<file path="src/rtl/ram_arbiter.sv">
// Two-port round-robin arbiter in front of a single-port RAM.
// Port 0 is the CPU, port 1 is DMA/debug. One transaction at a time:
// IDLE -> ACCESS -> (WAIT for reads) -> DONE -> IDLE.
//
// Handshake: rN_req is a level. It is sampled only in IDLE; on grant, the
// port's we/addr/wdata are latched and later changes to them are ignored.
// rN_ack is a single-cycle pulse in DONE. For reads, rN_rdata is valid at
// the ack and holds until that port's next completed read.
module ram_arbiter (
  input  logic        clk,
  input  logic        reset,
  input  logic        r0_req,
  input  logic        r0_we,
  input  logic [7:0]  r0_addr,
  input  logic [15:0] r0_wdata,
  output logic        r0_ack,
  output logic [15:0] r0_rdata,
  input  logic        r1_req,
  input  logic        r1_we,
  input  logic [7:0]  r1_addr,
  input  logic [15:0] r1_wdata,
  output logic        r1_ack,
  output logic [15:0] r1_rdata,
  output logic        ram_read,
  output logic        ram_write,
  output logic [7:0]  ram_addr,
  output logic [15:0] ram_data_in,
  input  logic [15:0] ram_data_out,
  output logic        busy
);

  typedef enum logic [1:0] {IDLE, ACCESS, WAIT, DONE} state_t;

  state_t      state;
  state_t      state_next;
  logic        last_grant;   // port served most recently; 1 after reset so port 0 wins the first tie
  logic        grant;        // winner if a grant happens this cycle
  logic        lat_port;     // port owning the current transaction
  logic        lat_we;       // direction of the current transaction
  logic        sel_we;
  logic [7:0]  sel_addr;
  logic [15:0] sel_wdata;
  logic        any_req;

  assign any_req = r0_req | r1_req;

  // Round-robin pick and mux of the winner's request fields
  always_comb begin
    grant = 1'b0;
    if (r0_req && r1_req) begin
      grant = ~last_grant;
    end else if (r1_req) begin
      grant = 1'b1;
    end
    sel_we    = grant ? r1_we    : r0_we;
    sel_addr  = grant ? r1_addr  : r0_addr;
    sel_wdata = grant ? r1_wdata : r0_wdata;
  end

  // Next-state logic
  always_comb begin
    state_next = state;
    case (state)
      IDLE:    if (any_req) state_next = ACCESS;
      ACCESS:  state_next = lat_we ? DONE : WAIT;
      WAIT:    state_next = DONE;
      DONE:    state_next = IDLE;
      default: state_next = IDLE;
    endcase
  end

  // Strobes, acks and busy decoded from state; forced low while reset is held
  always_comb begin
    ram_read  = 1'b0;
    ram_write = 1'b0;
    r0_ack    = 1'b0;
    r1_ack    = 1'b0;
    busy      = 1'b0;
    if (!reset) begin
      busy      = (state != IDLE);
      ram_write = (state == ACCESS) &&  lat_we;
      ram_read  = (state == ACCESS) && !lat_we;
      r0_ack    = (state == DONE)   && !lat_port;
      r1_ack    = (state == DONE)   &&  lat_port;
    end
  end

  // State register, request latch, RAM address/data and read-data capture.
  // ram_addr/ram_data_in double as the latched request fields, so they
  // naturally hold their last driven values outside ACCESS.
  always_ff @(posedge clk) begin
    if (reset) begin
      state       <= IDLE;
      last_grant  <= 1'b1;
      lat_port    <= 1'b0;
      lat_we      <= 1'b0;
      ram_addr    <= 8'h00;
      ram_data_in <= 16'h0000;
      r0_rdata    <= 16'h0000;
      r1_rdata    <= 16'h0000;
    end else begin
      state <= state_next;
      case (state)
        IDLE: begin
          if (any_req) begin
            lat_port <= grant;
            lat_we   <= sel_we;
            ram_addr <= sel_addr;
            if (sel_we) ram_data_in <= sel_wdata;
          end
        end
        WAIT: begin
          if (lat_port) r1_rdata <= ram_data_out;
          else          r0_rdata <= ram_data_out;
        end
        DONE: last_grant <= lat_port;
        default: ;
      endcase
    end
  end

endmodule

</file>
<file path="config.mk">
export PLATFORM = sky130hd
export DESIGN_NAME = ram_arbiter
export DESIGN_NICKNAME = d
export VERILOG_FILES = /design/src/rtl/ram_arbiter.sv
export SDC_FILE = /design/constraint.sdc
export NUM_CORES = 1
export LEC_CHECK = 0
export CELL_PAD_IN_SITES_DETAIL_PLACEMENT = 1
export CELL_PAD_IN_SITES_GLOBAL_PLACEMENT = 1
export CORE_ASPECT_RATIO = 0.9
export CORE_MARGIN = 3
export CORE_UTILIZATION = 29
export DETAILED_ROUTE_END_ITERATION = 10
export MAX_ROUTING_LAYER = met4
export PLACE_DENSITY = 0.89
export SETUP_SLACK_MARGIN = 0.1
export SLEW_MARGIN = 5
export SYNTH_ARGS = -nofsm -noshare
export SYNTH_HDL_FRONTEND = slang
export SYNTH_SLANG_ARGS = --single-unit
</file>
<file path="constraint.sdc">
create_clock -name clk -period 3.3 [get_ports clk]
set_input_delay 0.495 -clock clk [delete_from_list [all_inputs] [get_ports clk]]
set_output_delay 0.495 -clock clk [all_outputs]
set_load 0.03 [all_outputs]
</file>
==> impl_metrics.py <==
metrics = {
    "run_status": {
        "status": "finished clean",
    },
    "sta": {
        "grt_setup_unrepaired": "no",
        "fin_tns_setup_ns": 0,
        "finalMaxSlewViolations": 0,
        "finalSetupViolCount": 0,
        "min_period_ns": 2.41,
        "finalCritPeriodShare_pct": 73.1,
        "slew_headroom_pct": 44.8,
        "skew_ns": 0.0118,
        "fmax_mhz": 415,
        "hold_violations": 0,
        "tightest_slew_ns": 0.829,
    },
    "routing": {
        "ant_nets": 0,
        "drc_errors": 0,
        "via_per_inst": 4.85,
        "num_vias": 2573,
        "wire_per_inst_microns": 16.0,
        "dr.pass1.iters": 4,
        "wl_mm": 8.49,
        "drt_iter0_drc": 34,
    },
    "clocking": {
        "clk_pin_slew_ns": 0.07,
        "clock_sinks": 61,
        "cts_tree": "done",
        "cts_root_buf": "clkbuf_8",
        "h-tree-depth": 3,
        "post_cts_buffers": 0,
        "post_cts_resized": 0,
        "clk_path_buf_depth": 2,
        "worst_skew_pair.late_latency_ns": 0.34,
        "cts_buffers": 9,
        "cts_hold_buf": 0,
    },
    "placement": {
        "io_buffers": 130,
        "hpwl_mm": 6.24,
        "gp_congestion": 0.735,
    },
    "worst_setup_path": {
        "worstSetupEndpointType": "output port",
        "reg2reg_slack_ns": 1.34,
        "criticalPathCategory": "register to output port",
        "r2r-end": "ram_data_in[3]$_SDFFE_PP0P_",
        "critPathArrivalTime_ns": 1.92,
        "critPathMaxFanout": 4,
        "cp_data_required_time_ns": 2.80,
        "worst_r2r_path_depth": 5,
        "timing.rr.start": "state[0]$_SDFFE_PP0P_",
        "critPathLaunchType": "register",
    },
    "synth": {
        "synthDistinctLibCells": 25,
        "syn-instance-count": 290,
        "ys_top_cells_by_count": "nand2_1, dfxtp_1, a21oi_1",
        "postSynthAreaPerCell_sq_um": 8.84,
        "synth_edf_count": 0,
        "yosys_warnings": 0,
        "yosysMostFrequentCell": "nand2_1",
        "synth_flop_cell": "dfxtp_1",
        "synth_area_sq_mm": 0.00256,
        "yosysTopAreaCell": "dfxtp_1",
        "yosys_register_bits": 61,
        "netlist_top_cells_area": "dfxtp_1, nand2_1, a21oi_1",
        "synth_nets": 364,
        "async_flop_share_pct": 0,
        "ys_seq_area_share_pct": 47.6,
        "yosys.area.top_type_share_pct": 47.6,
    },
    "die": {
        "io_pins": 131,
        "dieArea_sq_mm": 0.0100,
        "fp.dieW_microns": 105,
        "die_h_microns": 95.2,
        "rows": 31,
        "core-area_sq_mm": 0.00830,
        "initial_core_util_pct": 30.9,
    },
    "min_path": {
        "hold_path_class": "register to register",
        "worst_hold_path.num_cells": 2,
        "hold-path-endpoint": "r1_rdata[11]$_SDFFE_PP0P_",
        "min-delay-start": "r1_rdata[11]$_SDFFE_PP0P_",
    },
    "power": {
        "vdd_ir_drop_max_uv": 331,
        "power_w": 0.00307,
        "leakage_nw": 1.46,
        "power_density_mw_per_mm2": 739,
    },
    "grt": {
        "grt-ovfl-total": 0,
        "grt_pass1_vias": 2777,
        "grt_max_degree": 42,
        "antenna_found_initial": 0,
        "grt_pass1_wl_mm": 13.7,
        "track_usage_pct": 17.8,
    },
    "final_layout": {
        "diodes": 0,
        "drive_above_1_share_pct": 7.93,
        "syn_to_final_growth_pct": 61.9,
        "finalNetCount": 485,
        "nFillCells": 984,
    },
    "job": {
        "drv_cap": 0,
    },
}
## cells in the final DEF, fill, tap and decap left out, types with 2 or more instances in the layout
cell             instances
a211oi_1                14
a211oi_2                10
a21oi_1                 50
and2_1                   2
and3b_1                  2
buf_4                    5
bufinv_16                2
clkbuf_8                10
clkdlybuf4s50_1        129
dfxtp_1                 61
ha_1                     4
inv_1                    2
mux2i_1                 24
nand2_1                 69
nand2b_1                 2
nor2_1                  13
nor2b_1                  2
nor3b_1                  2
## worst max-delay path, cell delays in order, from the launching register on
cell             delay, ns
dfxtp_1               0.40
ha_1                  0.25
nor3b_1               0.23
clkdlybuf4s50_1       0.71
## stage by stage
step           util (%)  setup WS [ns]  area [sq um]  hold slack [ns]  std cells
6_report           50.0          0.888          4150            0.457        531
3_5_place_dp       47.3          0.919          3930            0.448        515
3_3_place_gp       47.3           1.02          3930            0.444        515
2_1_floorplan         -           1.39          2560            0.445        290
5_1_grt            50.0          0.735          4150            0.484        531
4_1_cts            50.0          0.834          4150            0.459        531
## registers in the layout, summed over array words and instances (netlist names)
register     cells
state            2
ram_data_in     16
r1_rdata        16
ram_addr         8
r0_rdata        16
last_grant       1
lat_we           1
lat_port         1
## layout make-up
class                           instances  area [sq um]  share of cell area (%)
Clock buffer                           11           141                    3.41
Clock inverter                          5          82.6                    1.99
Timing Repair Buffer                  135          1330                    32.1
Tap cell                              115           144                    3.47
Sequential cell                        61          1220                    29.4
Multi-Input combinational cell        202          1220                    29.4
Inverter                                2          7.51                   0.181
## worst max-delay path by stage
stage / slack, ns / start / to / cells after the start
finish: 0.89 / state[0]$_SDFFE_PP0P_ / r0_ack / 3
global route: 0.73 / state[0]$_SDFFE_PP0P_ / r0_ack / 3
CTS: 0.83 / state[0]$_SDFFE_PP0P_ / r0_ack / 3
detailed placement: 0.92 / r1_req / ram_data_in[15]$_SDFFE_PP0P_ / 5
global placement: 1.02 / r1_req / ram_data_in[2]$_SDFFE_PP0P_ / 5
floorplan: 1.39 / reset / r0_ack / 2
## logic make-up after synthesis
kind of cell	count (synthesis)	share of synthesized area, %
muxes	24	9.37
buffers and inverters	27	5.27
AOI/OAI and AO/OA	80	20.6
and+or+nand+nor	94	15.2
DFF	61	47.6
adders and majority gates	4	1.95
## report_power, final
part / total, W / internal (W) / switching (W) / leakage, nW
clock: 0.000748 / 0.000449 / 0.000299 / 0.114
combinational: 0.00132 / 0.000539 / 0.000782 / 0.847
sequential: 0.000999 / 0.000899 / 0.000100 / 0.498
total: 0.00307 / 0.00189 / 0.00118 / 1.46
## per-layer routing
layer,wire length (microns),GRT usage [%],vias up
li1,-,-,1235
met1,3480,19.8,1239
met2,4390,31.3,87
met3,512,5.96,12
met4,110,4.04,0
met5,0,-,-
Note: power is estimated with default switching activity, not from simulation.
